**src/rtl/cpu_run_controller.sv**
```systemverilog
// Execution controller for the 4-bit core. It owns the core's reset and
// clock-enable, and it accepts HALT/RUN/STEP/RESET_CPU host commands. It also
// provides a one-entry program-address breakpoint and a saturating counter of
// executed (enabled) cycles.
module cpu_run_controller #(
  parameter int ADDR_W     = 8,
  parameter int CNT_W      = 16,
  parameter int RST_CYCLES = 2
) (
  input  logic              i_clk,
  input  logic              i_sync_reset,
  input  logic              i_cmd_valid,
  output logic              o_cmd_ready,
  input  logic [1:0]        i_cmd_op,
  input  logic [7:0]        i_cmd_arg,
  input  logic              i_bp_en,
  input  logic [ADDR_W-1:0] i_bp_addr,
  input  logic [ADDR_W-1:0] i_pm_address,
  output logic              o_cpu_en,
  output logic              o_cpu_reset,
  output logic [1:0]        o_run_state,
  output logic [1:0]        o_halt_cause,
  output logic              o_bp_hit,
  output logic [CNT_W-1:0]  o_cycle_count
);

  typedef enum logic [1:0] {
    ST_RESET_HOLD = 2'b00,
    ST_HALTED     = 2'b01,
    ST_RUNNING    = 2'b10,
    ST_STEPPING   = 2'b11
  } state_t;

  localparam logic [1:0] OP_HALT      = 2'b00;
  localparam logic [1:0] OP_RUN       = 2'b01;
  localparam logic [1:0] OP_STEP      = 2'b10;
  localparam logic [1:0] OP_RESET_CPU = 2'b11;

  localparam logic [1:0] CAUSE_RESET = 2'b00;
  localparam logic [1:0] CAUSE_HALT  = 2'b01;
  localparam logic [1:0] CAUSE_BP    = 2'b10;
  localparam logic [1:0] CAUSE_STEP  = 2'b11;

  // The hold counter counts down to zero, so it starts one below the hold length.
  localparam logic [7:0] HOLD_INIT = 8'(RST_CYCLES - 1);

  state_t             r_state;
  logic [7:0]         r_hold;
  logic [7:0]         r_step_rem;
  logic               r_cpu_en;
  logic               r_cpu_reset;
  logic               r_cmd_ready;
  logic [1:0]         r_halt_cause;
  logic               r_bp_hit;
  logic [CNT_W-1:0]   r_cycle_count;

  logic               w_accept;
  logic               w_reset_cmd;
  logic               w_bp_match;
  state_t             w_next_state;
  logic [7:0]         w_next_hold;
  logic [7:0]         w_next_step;
  logic [1:0]         w_next_cause;
  logic               w_next_bp_hit;
  logic               w_clear_count;

  // cmd_ready is registered high in every state except RESET_HOLD. A command
  // is therefore accepted only when the controller can act on it.
  assign w_accept    = i_cmd_valid & r_cmd_ready;
  assign w_reset_cmd = w_accept & (i_cmd_op == OP_RESET_CPU);
  assign w_bp_match  = i_bp_en & (i_pm_address == i_bp_addr);

  // Next-state decision, with priority RESET_CPU > HALT > breakpoint > step done.
  always_comb begin
    w_next_state  = r_state;
    w_next_hold   = r_hold;
    w_next_step   = r_step_rem;
    w_next_cause  = r_halt_cause;
    w_next_bp_hit = 1'b0;
    w_clear_count = 1'b0;
    if (r_state != ST_RESET_HOLD && w_reset_cmd) begin
      w_next_state  = ST_RESET_HOLD;
      w_next_hold   = HOLD_INIT;
      w_next_cause  = CAUSE_RESET;
      w_clear_count = 1'b1;
    end else begin
      case (r_state)
        ST_RESET_HOLD: begin
          if (r_hold == 8'd0) w_next_state = ST_HALTED;
          else                w_next_hold  = r_hold - 8'd1;
        end
        ST_HALTED: begin
          if (w_accept && i_cmd_op == OP_RUN) begin
            w_next_state = ST_RUNNING;
          end else if (w_accept && i_cmd_op == OP_STEP) begin
            w_next_state = ST_STEPPING;
            w_next_step  = (i_cmd_arg == 8'd0) ? 8'd1 : i_cmd_arg;
          end
        end
        default: begin
          // RUNNING or STEPPING: the current cycle is an executed one.
          if (w_accept && i_cmd_op == OP_HALT) begin
            w_next_state = ST_HALTED;
            w_next_cause = CAUSE_HALT;
          end else if (w_bp_match) begin
            w_next_state  = ST_HALTED;
            w_next_cause  = CAUSE_BP;
            w_next_bp_hit = 1'b1;
          end else if (r_state == ST_STEPPING) begin
            if (r_step_rem == 8'd1) begin
              w_next_state = ST_HALTED;
              w_next_cause = CAUSE_STEP;
            end else begin
              w_next_step = r_step_rem - 8'd1;
            end
          end
        end
      endcase
    end
  end

  // State register, with the core controls registered from the next state.
  always_ff @(posedge i_clk) begin
    if (i_sync_reset) begin
      r_state       <= ST_RESET_HOLD;
      r_hold        <= HOLD_INIT;
      r_step_rem    <= 8'd0;
      r_cpu_en      <= 1'b0;
      r_cpu_reset   <= 1'b1;
      r_cmd_ready   <= 1'b0;
      r_halt_cause  <= CAUSE_RESET;
      r_bp_hit      <= 1'b0;
      r_cycle_count <= '0;
    end else begin
      r_state      <= w_next_state;
      r_hold       <= w_next_hold;
      r_step_rem   <= w_next_step;
      r_halt_cause <= w_next_cause;
      r_bp_hit     <= w_next_bp_hit;
      r_cpu_en     <= (w_next_state == ST_RUNNING) || (w_next_state == ST_STEPPING);
      r_cpu_reset  <= (w_next_state == ST_RESET_HOLD);
      r_cmd_ready  <= (w_next_state != ST_RESET_HOLD);
      if (w_clear_count)
        r_cycle_count <= '0;
      else if (r_cpu_en && !(&r_cycle_count))
        r_cycle_count <= r_cycle_count + CNT_W'(1);
    end
  end

  assign o_cmd_ready   = r_cmd_ready;
  assign o_cpu_en      = r_cpu_en;
  assign o_cpu_reset   = r_cpu_reset;
  assign o_run_state   = r_state;
  assign o_halt_cause  = r_halt_cause;
  assign o_bp_hit      = r_bp_hit;
  assign o_cycle_count = r_cycle_count;

endmodule
```
**config.mk**
```make
export PLATFORM = sky130hd
export DESIGN_NAME = cpu_run_controller
export DESIGN_NICKNAME = d
export VERILOG_FILES = /design/src/rtl/cpu_run_controller.sv
export SDC_FILE = /design/constraint.sdc
export NUM_CORES = 1
export LEC_CHECK = 0
export ABC_AREA = 0
export CAP_MARGIN = 25
export CELL_PAD_IN_SITES_DETAIL_PLACEMENT = 1
export CELL_PAD_IN_SITES_GLOBAL_PLACEMENT = 2
export CORE_ASPECT_RATIO = 2
export CORE_UTILIZATION = 30
export CTS_BUF_LIST = sky130_fd_sc_hd__clkbuf_2
export DETAILED_ROUTE_END_ITERATION = 10
export GPL_ROUTABILITY_DRIVEN = 0
export PLACE_DENSITY_LB_ADDON = 0.1
export SYNTH_ARGS = -nofsm -noshare
export SYNTH_HDL_FRONTEND = slang
export SYNTH_SLANG_ARGS = --single-unit
```
**constraint.sdc**
```tcl
create_clock -name i_clk -period 2.25 [get_ports i_clk]
set_input_delay 0.5625 -clock i_clk [delete_from_list [all_inputs] [get_ports i_clk]]
set_output_delay 0.5625 -clock i_clk [all_outputs]
set_load 0.1 [all_outputs]
```
==> flow_summary_export.csv <==
group,metric,value,unit
global_routing,grt_pass1_vias,2548,
clock_tree,htree_num_levels,2,
timing,finalSetupViolations,0,
routing,drtIter0Drc,69,
global_routing,grt_max_degree,22,
floorplanning,floorplan.initialDensity,0.3146,
clock_tree,clk_path_buf_depth,2,
run,drv_cap,0,
floorplanning,io_pins,54,
layout,utilization,0.4279,
setup_path,endpoint_kind,"flip-flop",
clock_tree,cts_tree,"built",
setup_path,critPathKind,"flip-flop to flip-flop",
floorplanning,rows,44,
layout,stdcell_count,442,
synth,synthTopCellsByArea,"dfxtp_1 35%, xor2_1 8.7%, nor2_1 6.5%",
synth,avgSynthCellArea,8.346,sq um
global_routing,grt_pass1_wl,12360,microns
clock_tree,worstSkewPairLatency,440,ps
synth,syn-num-nets,311,
layout,synthToLayoutAreaGrowth,36.01,%
clock_tree,post_cts_buffers,0,
pwr,peakVddDrop,0.5139,mV
routing,ant_nets,0,
setup_path,critPathLaunchType,"flip-flop",
pwr,powerDensity,738.9,nW/um^2
routing,wire_per_inst,17.19,microns
synth,synth_seq_area_share,0.3476,
timing,rsz0062_at_grt,"no",
clock_tree,numCtsBuffers,5,
clock_tree,post_cts_resized,0,
placed_design,placed_cells,433,
global_routing,track_usage,0.2013,
placed_design,dp_hpwl,6183,microns
floorplanning,die-area,8054,sq um
synth,netlist_area,2303,sq um
floorplanning,die_w,63.96,microns
synth,synth_top_area_share,0.3476,
layout,layout-drive-gt1-share,0.2378,
timing,worstMarginPinSlew,631.6,ps
pwr,leakage,1.195,nW
clock_tree,cts.clk_slew.worst_paths,240,ps
synth,synthFlopType,"dfxtp_1",
setup_path,critPathMaxStageDelay,570,ps
timing,hold_violations,0,
floorplanning,core-area,7322,sq um
clock_tree,clock-root-buffer,"clkbuf_2",
global_routing,grt_overflow,0,
synth,ys_warn_count,0,
routing,drc,0,
timing,report.final.slew_viol_count,0,
routing,dr.pass1.iters,4,
routing,vias,2349,
status,status,"completed",
placed_design,numPortBuffers,53,
routing,drt-total-wl,7598,microns
setup_path,critPathRequiredTime,2600,ps
timing,timing.fmax,0.4801,GHz
synth,synth_edf_count,0,
floorplanning,die_height,125.9,microns
global_routing,antenna_found_initial,1,
synth,ys_types,59,
timing,period_share,0.9258,
hold_path,hold_path_class,"flip-flop to flip-flop",
layout,fin_nets,383,
timing,slew_headroom,0.5751,
timing,min_period,2083,ps
setup_path,cp_cell_sequence,"or4_4 > nor4b_4 > nand2_2 > and3_1 > a221oi_2",
setup_path,critPathArrivalTime,2430,ps
synth,synthCells,276,
timing,skew,33.00,ps
setup_path,critPathMaxFanout,5,
synth,yosys.area.top_type,"dfxtp_1",
synth,async_reset_ff_frac,0,
synth,ys_seq_elements,40,
routing,vias_per_cell,5.314,
clock_tree,hold_buffers,0,
synth,synthTopCellsByCount,"40 x dfxtp_1, 40 x nor2_1, 23 x xor2_1, 17 x nand2_1, 13 x nor3_1",
setup_path,cp_slowest_cell,"or4_4",
clock_tree,cts.sinks,40,
## worst max-delay path: cells and delay by family, from the launching register on
kind | cells | cell delay [ps]
DFF | 1 | 390
and+or+nand+nor | 4 | 1390
AOI/OAI and AO/OA | 1 | 230
## path summary, 6_finish.rpt
| kind | startpoint | end | slack [ps] | cells past startpoint |
|---|---|---|---|---|
| max | r_step_rem[2] | r_step_rem[0] | 170 | 5 |
| min | o_halt_cause[1] | o_halt_cause[1] | 500 | 2 |
| max reg2reg | r_step_rem[2] | r_step_rem[0] | 170 | 5 |
| min reg2reg | o_halt_cause[1] | o_halt_cause[1] | 500 | 2 |
## per-stage QoR
| stage | hold slack [ps] | worst slack [ps] | total power [W] | cell area (sq um) | setup TNS, ps |
|---|---|---|---|---|---|
| floorplan | 463.9 | 47.41 | 0.001548 | 2326 | 0 |
| global placement | 462.9 | -132.4 | 0.001851 | 3059 | -898.4 |
| detailed placement | 479.8 | -149.8 | 0.001866 | 3059 | -975.0 |
| CTS | 509.9 | 151.6 | 0.002354 | 3131 | 0 |
| global route | 527.1 | 49.01 | 0.002469 | 3133 | 0 |
| finish | 500.1 | 167.0 | 0.002315 | 3133 | 0 |
## kinds of logic after synthesis
kind of cell | Yosys count | share of synthesized area
compound gates | 49 | 0.1624
buf+inv | 23 | 0.03748
flops | 40 | 0.3476
mux | 3 | 0.01358
simple gates | 126 | 0.2977
fa+ha+maj | 5 | 0.02716
xor+xnor | 30 | 0.1141
## layout make-up
class | count | area, sq um
clock inverter | 3 | 46.29
multi-input combinational | 213 | 1416
sequential | 40 | 823.3
clock buffer | 5 | 25.02
inverter | 11 | 41.29
tap | 92 | 115.1
timing repair buffer | 77 | 663.1
antenna | 1 | 2.502
fill | 906 | 4189
## where the power goes
| part | leakage, nW | internal, W | switching, W |
|---|---|---|---|
| registers | 0.333 | 0.000800 | 0.000117 |
| clock network | 0.0396 | 0.000191 | 0.000282 |
| logic | 0.822 | 0.000359 | 0.000566 |
## cells in the final DEF, fill, tap and decap left out, types with 3 or more instances in the layout
master            n
and3_1            3
inv_1            10
xnor2_1           7
buf_4            47
o21ai_1           4
clkdlybuf4s50_1  29
nand4b_1          3
o2111ai_1         3
nand2b_1          3
a21oi_1           8
nand4_1           7
nor2_1           40
nor4b_1           3
and4_1            3
and2_1            3
nor3_1           13
nor4_1            7
ha_1              5
clkbuf_2          5
a31oi_1           5
dfxtp_1          22
dfxtp_2          18
nand3_1           9
nand2_1          17
xor2_1           23
o211ai_1          3
## routing by layer
layer / track usage / share of wire / vias to the layer above
met3: 0.02446 / 0.024 / 10
li1: - / - / 1148
met1: 0.1728 / 0.33 / 1149
met2: 0.4299 / 0.62 / 42
met4: 0.08289 / 0.026 / 0
met5: 0 / 0 / -
## registers in the layout, indices dropped and copies added, names as in the netlist
signal	flops
o_cpu_en	1
o_bp_hit	1
r_hold	8
r_step_rem	8
o_cycle_count	16
o_cpu_reset	1
o_run_state	2
o_halt_cause	2
o_cmd_ready	1
(Power assumes the default switching activity.)
